### src/rtl/router_1xn.sv
// router_1xn: one input byte stream routed to NCH output FIFOs with parity check.
// Optional per-channel read-timeout flush is built when ROUTER_RD_TIMEOUT_EN is defined.
module router_1xn #(
    parameter int DW    = 8,
    parameter int NCH   = 3,
    parameter int DEPTH = 16,
    parameter int TMO   = 30
) (
    input  logic              clock,
    input  logic              rst,
    input  logic [DW-1:0]     data_in,
    input  logic              pkt_valid,
    output logic              busy,
    output logic              error,
    input  logic [NCH-1:0]    read_enb,
    output logic [NCH-1:0]    vld_out,
    output logic [NCH*DW-1:0] data_out
);

    localparam int AW = $clog2(DEPTH);

    localparam logic [2:0] IDLE         = 3'd0;
    localparam logic [2:0] LOAD_DATA    = 3'd1;
    localparam logic [2:0] WAIT_FULL    = 3'd2;
    localparam logic [2:0] LOAD_PARITY  = 3'd3;
    localparam logic [2:0] CHECK_PARITY = 3'd4;
    localparam logic [2:0] DROP         = 3'd5;

    logic [2:0]    state;
    logic [2:0]    state_nx;
    logic [1:0]    cur_addr;
    logic [1:0]    tgt;
    logic [DW-1:0] pend;
    logic [DW-1:0] acc;
    logic [DW-1:0] par_rx;
    logic [DW-1:0] wr_data;

    logic [AW:0]   wptr [NCH];
    logic [AW:0]   rptr [NCH];
    logic [DW-1:0] mem  [NCH][DEPTH];

    logic [NCH-1:0] empty;
    logic [NCH-1:0] full;
    logic [NCH-1:0] rd_fire;
    logic [NCH-1:0] can_wr;
    logic [NCH-1:0] wr_en;
    logic [NCH-1:0] flush;

    logic tgt_ok;
    logic tgt_can_wr;
    logic tgt_flush;
    logic wr_go;
    logic use_pend;

    // FIFO status; a read in the same cycle frees a slot for a write
    always_comb begin
        for (int k = 0; k < NCH; k++) begin
            empty[k]   = (wptr[k] == rptr[k]);
            full[k]    = (wptr[k][AW] != rptr[k][AW]) &&
                         (wptr[k][AW-1:0] == rptr[k][AW-1:0]);
            rd_fire[k] = read_enb[k] && !empty[k];
            can_wr[k]  = !full[k] || rd_fire[k];
        end
    end

    assign vld_out = ~empty;

    // In IDLE the target is the header being offered, later the latched one
    assign tgt = (state == IDLE) ? data_in[1:0] : cur_addr;

    // Select status of the target channel; out-of-range addresses match none
    always_comb begin
        tgt_ok     = 1'b0;
        tgt_can_wr = 1'b0;
        tgt_flush  = 1'b0;
        for (int k = 0; k < NCH; k++) begin
            if (tgt == 2'(k)) begin
                tgt_ok     = 1'b1;
                tgt_can_wr = can_wr[k];
                tgt_flush  = flush[k];
            end
        end
    end

`ifdef ROUTER_RD_TIMEOUT_EN
    localparam int CW = $clog2(TMO + 1);

    logic [CW-1:0] tcnt [NCH];

    // Flush fires on the TMO-th consecutive unread cycle with data present
    always_comb begin
        for (int k = 0; k < NCH; k++) begin
            flush[k] = vld_out[k] && !read_enb[k] &&
                       (tcnt[k] == CW'(TMO - 1));
        end
    end

    // Stall counters restart on any read, on empty and after a flush
    always_ff @(posedge clock or negedge rst) begin
        if (!rst) begin
            for (int k = 0; k < NCH; k++) tcnt[k] <= '0;
        end else begin
            for (int k = 0; k < NCH; k++) begin
                if (!vld_out[k] || read_enb[k] || flush[k])
                    tcnt[k] <= '0;
                else
                    tcnt[k] <= tcnt[k] + 1'b1;
            end
        end
    end
`else
    assign flush = '0;
`endif

    // Packet FSM: accept header/payload, stall when full, then check parity
    always_comb begin
        state_nx = state;
        wr_go    = 1'b0;
        use_pend = 1'b0;
        unique case (state)
            IDLE: begin
                if (pkt_valid) begin
                    if (!tgt_ok) begin
                        state_nx = DROP;
                    end else if (tgt_can_wr) begin
                        wr_go    = 1'b1;
                        state_nx = LOAD_DATA;
                    end
                end
            end
            LOAD_DATA: begin
                if (!pkt_valid)
                    state_nx = LOAD_PARITY;
                else if (tgt_can_wr)
                    wr_go = 1'b1;
                else
                    state_nx = WAIT_FULL;
            end
            WAIT_FULL: begin
                if (tgt_can_wr) begin
                    wr_go    = 1'b1;
                    use_pend = 1'b1;
                    state_nx = LOAD_DATA;
                end
            end
            LOAD_PARITY:  state_nx = CHECK_PARITY;
            CHECK_PARITY: state_nx = IDLE;
            DROP: begin
                if (!pkt_valid) state_nx = IDLE;
            end
            default: state_nx = IDLE;
        endcase
        if (tgt_flush && (wr_go || state == LOAD_DATA ||
                          state == WAIT_FULL)) begin
            wr_go    = 1'b0;
            use_pend = 1'b0;
            if (state == LOAD_DATA && !pkt_valid)
                state_nx = IDLE;
            else
                state_nx = DROP;
        end
    end

    // Source must hold its byte while the router cannot take it
    always_comb begin
        busy = 1'b0;
        unique case (state)
            WAIT_FULL, LOAD_PARITY, CHECK_PARITY: busy = 1'b1;
            IDLE:    busy = tgt_ok && !tgt_can_wr;
            default: busy = 1'b0;
        endcase
    end

    assign wr_data = use_pend ? pend : data_in;

    // Per-channel write strobe for the routed byte
    always_comb begin
        for (int k = 0; k < NCH; k++)
            wr_en[k] = wr_go && (tgt == 2'(k));
    end

    // FSM state, running parity, pending byte and error flag
    always_ff @(posedge clock or negedge rst) begin
        if (!rst) begin
            state    <= IDLE;
            cur_addr <= '0;
            acc      <= '0;
            pend     <= '0;
            par_rx   <= '0;
            error    <= 1'b0;
        end else begin
            state <= state_nx;
            if (state == IDLE && wr_go) begin
                cur_addr <= data_in[1:0];
                acc      <= data_in;
            end
            if (state == LOAD_DATA && pkt_valid) begin
                acc <= acc ^ data_in;
                if (!tgt_can_wr) pend <= data_in;
            end
            if (state == LOAD_DATA && !pkt_valid)
                par_rx <= data_in;
            if (state == CHECK_PARITY)
                error <= (acc != par_rx);
        end
    end

    // FIFO pointers and registered read data
    always_ff @(posedge clock or negedge rst) begin
        if (!rst) begin
            for (int k = 0; k < NCH; k++) begin
                wptr[k] <= '0;
                rptr[k] <= '0;
            end
            data_out <= '0;
        end else begin
            for (int k = 0; k < NCH; k++) begin
                if (flush[k]) begin
                    wptr[k] <= '0;
                    rptr[k] <= '0;
                end else begin
                    if (wr_en[k])
                        wptr[k] <= wptr[k] + 1'b1;
                    if (rd_fire[k]) begin
                        rptr[k] <= rptr[k] + 1'b1;
                        data_out[k*DW +: DW] <= mem[k][rptr[k][AW-1:0]];
                    end
                end
            end
        end
    end

    // FIFO storage, no reset needed
    always_ff @(posedge clock) begin
        for (int k = 0; k < NCH; k++) begin
            if (wr_en[k])
                mem[k][wptr[k][AW-1:0]] <= wr_data;
        end
    end

endmodule

### config.mk
export PLATFORM = sky130hd
export DESIGN_NAME = router_1xn
export DESIGN_NICKNAME = d
export VERILOG_FILES = /design/src/rtl/router_1xn.sv
export SDC_FILE = /design/constraint.sdc
export NUM_CORES = 1
export LEC_CHECK = 0
export BUFFER_PORTS_ARGS = -buffer_cell sky130_fd_sc_hd__buf_2
export CAP_MARGIN = 5
export CELL_PAD_IN_SITES_DETAIL_PLACEMENT = 0
export CELL_PAD_IN_SITES_GLOBAL_PLACEMENT = 1
export CORE_MARGIN = 2
export CORE_UTILIZATION = 45
export CTS_CLUSTER_SIZE = 28
export DETAILED_ROUTE_END_ITERATION = 12
export PLACE_DENSITY_LB_ADDON = 0.1
export SETUP_SLACK_MARGIN = 0.02
export SYNTH_ARGS = -nofsm -noshare
export SYNTH_HDL_FRONTEND = slang
export SYNTH_SLANG_ARGS = --single-unit
### constraint.sdc
create_clock -name clock -period 3.67 [get_ports clock]
set_input_delay 0.367 -clock clock [delete_from_list [all_inputs] [get_ports clock]]
set_output_delay 0.367 -clock clock [all_outputs]
set_load 0.02 [all_outputs]
# Word level (Yosys, flattened, before mapping)
# Memories as Yosys holds them, arrays and structs flattened.
# Cells that the tools add are included.
# Widths: inputs -> output; s select.
# op_classes
reduce_logical	35
order_cmp	9
n_addsub	6
n_bitwise	9
mux	51
n_eq_ne	20
# op_table
op	n
$mux 128	7
$reduce_or 128->1	2
$bmux 8 s4	3
$demux 8 s4	3
$mux 8	12
$add 5x1->5 const B	6
$ge 5x5->1 const B	6
$not 4->5	6
$mux 3	6
$logic_and 1x1->1	16
$eq 5x5->1	3
$lt 5x1->1 const B	3
$pmux 3 s5	1
$mux 1	14
$eq 4x4->1	3
$logic_not 1->1	8
$ne 8x8->1	1
$xor 8x8->8	1
$eq 3x2->1 const B	2
$eq 3x3->1 const B	2
$mux 2	3
$ne 2x2->1 const B	2
$eq 3x1->1 const B	1
$logic_not 3->1	1
other kinds (14)	18
# totals
wordCells	146
ramBits	384
inputBits	14
output_inout_bits	29
ff_bits	84
mem_count	1
# mem_list
memory	words	width	rd	rd_clocked_by_memory_dff	write_ports	line	text
mem	3	128	3	0	1	40	logic [DW-1:0] mem [NCH][DEPTH];

# Depth between registers and ports, before layout
# logic_depth
ltp_word	17
mapped_depth	9
mapped_depth_nobuf	5

# Worst setup path after synthesis
# No wires, ideal clock.
# synth_path
path_kind	register to register
start	register state[0]
end	memory mem[0][224] (netlist bit) (enable)
required_time_ns	3.287
setup_ns	0.383
path_stages_with_launch	7
path_buffers	1
t_arrival_ns	2.403
setup_slack_ns	0.884
synth_period_minus_slack_ns	2.786
cell_sequence	dfrtp_1 -> or3_1 -> buf_2 -> or3_1 -> a22oi_1 -> nand3_1 -> nor3_1
# synth_between
elab_chain_len	16
word_cells_on_any_way	33
classes_between	eq/ne: 4; mux: 22; reduce/logical: 7
# synth_lines
item	line	text
start: declaration	29	logic [2:0] state;
start signal: assignment	192	state <= state_nx;
$logic_not 3->1	69, 120	
$mux 2	69	assign tgt = (state == IDLE) ? data_in[1:0] : cur_addr;
$logic_not 2->1	77, 179	
$mux 1 (3 in a row)	77	if (tgt == 2'(k)) begin
$mux 1	125, 134, 140	
$mux 1	123	if (!tgt_ok) begin
$mux 1	122	if (pkt_valid) begin
$pmux 1 s3	120	unique case (state)
$logic_and 1x1->1	179	wr_en[k] = wr_go && (tgt == 2'(k));
$mux 1	236	if (wr_en[k])
$mux 128 (not written as such)	237	mem[k][wptr[k][AW-1:0]] <= wr_data;
$reduce_or 128->1 (no source line)	n/a	
$mux 2 (no source line) / $mux 128 (equally long branches) (2 in a row)	n/a	
end: declaration	40	
# Parallel ways exist; a longest one is shown, timed or not.

# Worst setup path in the final report
# layout_path
start	register state[0]
end	output port busy
# layout_between
elab_chain_len	9
word_cells_on_any_way	18
classes_between	eq/ne: 5; mux: 8; reduce/logical: 5
# layout_lines
item	line	text
$logic_not 3->1	69, 167	
$mux 2	69	
$logic_not 2->1	77	
$mux 1 (3 in a row)	77	
$logic_not 1->1	n/a	
$logic_and 1x1->1	169	IDLE: busy = tgt_ok && !tgt_can_wr;
$pmux 1 s2 *	167	unique case (state)
end: declaration	13	output logic busy,
# Mark *: on every way between the ends. The rest lies on a longest branch, timed or not.

==> results.cfg <==
[global_routing]
antenna_found_initial = 0
grtUsageTotal_pct = 19.3
grt_pass1_vias = 9221
grt_max_degree = 59
gr-total-overflow = 0
grt_pass1_wl_mm = 61.7

[critical_path]
crit_path_end_kind = primary output
crit_type = reg2out
start_kind = register
worstSetupStartpoint = state[0]
worstPathArrival_ps = 2810
cp.required_ps = 3300
ff2ff_setup_slack_ps = 570
critPathMaxFanout = 12
r2r_start = state[0]

[clock_tree]
cts_setup_buffers = 0
cts_buffers = 49
cts_tree = built
cts-htree-levels = 2
cts.reportedPaths.clkPinSlew_ps = 60
clkLatencyLatePin_ps = 580
clockBufferDepth = 3
clock-sinks = 468
cts_root_buf = clkbuf_16

[routing]
wl_mm = 40.7
vias = 9004
dr.max_layer_used = met4
wl_met2_mm = 19.7
wl_per_cell_um = 25.3
drc = 0
drtPass1Iterations = 5
ant_nets = 0
wirelength_met1_mm = 18.6
dr.first_iter.drc_count = 586
vias_per_cell = 5.60
wl_met3_mm = 1.63

[yosys]
syn_nets = 983
postSynthAreaPerCell_sq_um = 19.9
yosysTopAreaCell = edfxtp_1
yosys_warnings = 0
async_flop_share_pct = 17.9
synth_area_leaders = edfxtp_1 (61%), mux4_2 (14%), dfrtp_1 (11%)
ys.flop_type = edfxtp_1
synth_edf_count = 384
synth_area_sq_um = 19000
post_synth_inst_count = 954
ys_types = 53
ys_seq_elements = 468
synth_top_area_share_pct = 60.8
synth-seq-area-share_pct = 71.9

[layout]
final_cell_mix = edfxtp_1 (384), mux4_2 (120), dfrtp_1 (81), clkbuf_16 (51), mux2_2 (44)
syn_to_final_growth_pct = 13.4
post-route-util_pct = 51.5
drive_gt1_share_pct = 30.7
diodes = 0
final_common_cell = edfxtp_1
layout.nets = 1058
nFillCells = 3331

[floorplanning]
dieArea_sq_um = 43800
io_pins = 43
die_w_um = 209
num_rows = 75
start_util_pct = 45.4
die_y_um = 209
core_area_sq_um = 41800

[placed_design]
io_buffers = 42
routabilityCongestion = 0.725
dp.final_hpwl_mm = 24.8

[timing]
hold_slack_ps = 131
setup_viol = 0
slew_headroom_pct = 39.3
fin_setup_tns_ps = 0
clock_skew_ps = 11.0
slew_viol_final = 0
rsz0062_at_grt = false
hold_viol_final = 0
max_slew.worst_pin.slew_ps = 911
period_share_pct = 86.5
min_period_ps = 3180
fmax_ghz = 0.315

[power]
irDropWorstVdd_uv = 606
p_leak_nw = 7.39
switchingPower_mw = 5.47
seqPwrFrac_pct = 40.3
intPower_mw = 12.1
pwr-share-clk_pct = 28.1
power_density_nw_per_um2 = 817
power_frac_comb_pct = 31.6
p_sw_share_pct = 31.1

[outcome]
outcome = finished clean

[run]
maxCapViolations = 0

[min_path]
min_path_type = in2reg
hp-start = data_in[2]
==> cells in the mapped netlist, types with 3 or more instances <==
cell / number
a311o_1: 3
nand2_1: 16
ha_1: 15
inv_1: 11
mux2_4: 8
nor2b_1: 6
and2_1: 16
a311oi_1: 7
nor4_1: 5
a21oi_1: 3
nand4_1: 10
nand3_1: 9
nand2b_1: 7
buf_2: 12
buf_1: 11
a211oi_1: 8
nor3_1: 10
dfrtp_1: 84
mux4_2: 120
o21ai_0: 9
mux2_2: 44
xnor2_1: 24
nor3b_1: 3
and3_1: 27
clkbuf_1: 28
edfxtp_1: 384
a21o_1: 4
xor2_1: 23
nor2_1: 19
==> routing by layer <==
metal,vias up,GRT usage (%)
met5,-,0
met3,48,2.77
met1,4759,28.4
met4,0,5.32
li1,4014,-
met2,183,30.5
==> sequential cells by signal (all words and copies together), names as in the netlist <==
register,count
rptr,15
wptr,15
acc,8
cur_addr,2
error,1
mem,384
state,3
par_rx,8
data_out,24
pend,8
==> metrics by stage <==
step                setup WS (ps)  instances  area (sq um)  power [mW]
floorplan                     884        954         19000        11.0
global placement              648       1516         19900        12.9
detailed placement            590       1516         19900        12.9
CTS                           459       1608         21500        17.8
global route                  324       1608         21500        18.5
finish                        495       1608         21500        17.6
==> power groups by stage <==
| stage | Sequential, mW | Clock, mW | Combinational (mW) |
|---|---|---|---|
| floorplan | 7.24 | 0 | 3.80 |
| global route | 7.16 | 5.26 | 6.04 |
| finish | 7.08 | 4.93 | 5.55 |
| detailed placement | 7.19 | 0 | 5.69 |
| global placement | 7.17 | 0 | 5.69 |
| CTS | 7.08 | 5.05 | 5.70 |
==> final timing paths <==
path	to	cells after the start
hold reg to reg	rptr[9]	1
hold / removal	pend[2]	2
max in group asynchronous	rptr[5]	3
setup / recovery	busy	7
min in group asynchronous	par_rx[6]	2
setup reg to reg	mem[0][236]	5
==> logic make-up after synthesis <==
kind of cell             Yosys count  synth area share (%)
AND/OR/NAND/NOR                  138                  4.08
AO/OA/AOI/OAI                     49                  1.89
XOR/XNOR                          47                  2.17
multiplexers                     174                  17.6
buffers and inverters             63                  1.37
adder cells (fa/ha/maj)           15                 0.990
flip-flops                       468                  71.9
==> critical path, stage by stage (launching register included) <==
cell	delay, ps
dfrtp_1	450
or3_1	530
or3_1	370
a22o_1	250
buf_4	200
a41oi_1	190
o31ai_1	80
buf_2	170
==> area by class of cell <==
cell class / count / area (sq um) / share of cell area [%]
Sequential cell: 468 / 13600 / 63.4
Tap cell: 539 / 674 / 3.14
Clock inverter: 30 / 278 / 1.29
Inverter: 11 / 41.3 / 0.192
Timing Repair Buffer: 76 / 470 / 2.19
Multi-Input combinational cell: 423 / 5080 / 23.6
Clock buffer: 61 / 1320 / 6.16
==> repair_timing <==
action,4_1_cts,5_1_grt
hold buffers,1,0
gates resized for setup,0,0
hold endpoints to repair,56,0
Note: power is estimated with default switching activity, not from simulation.
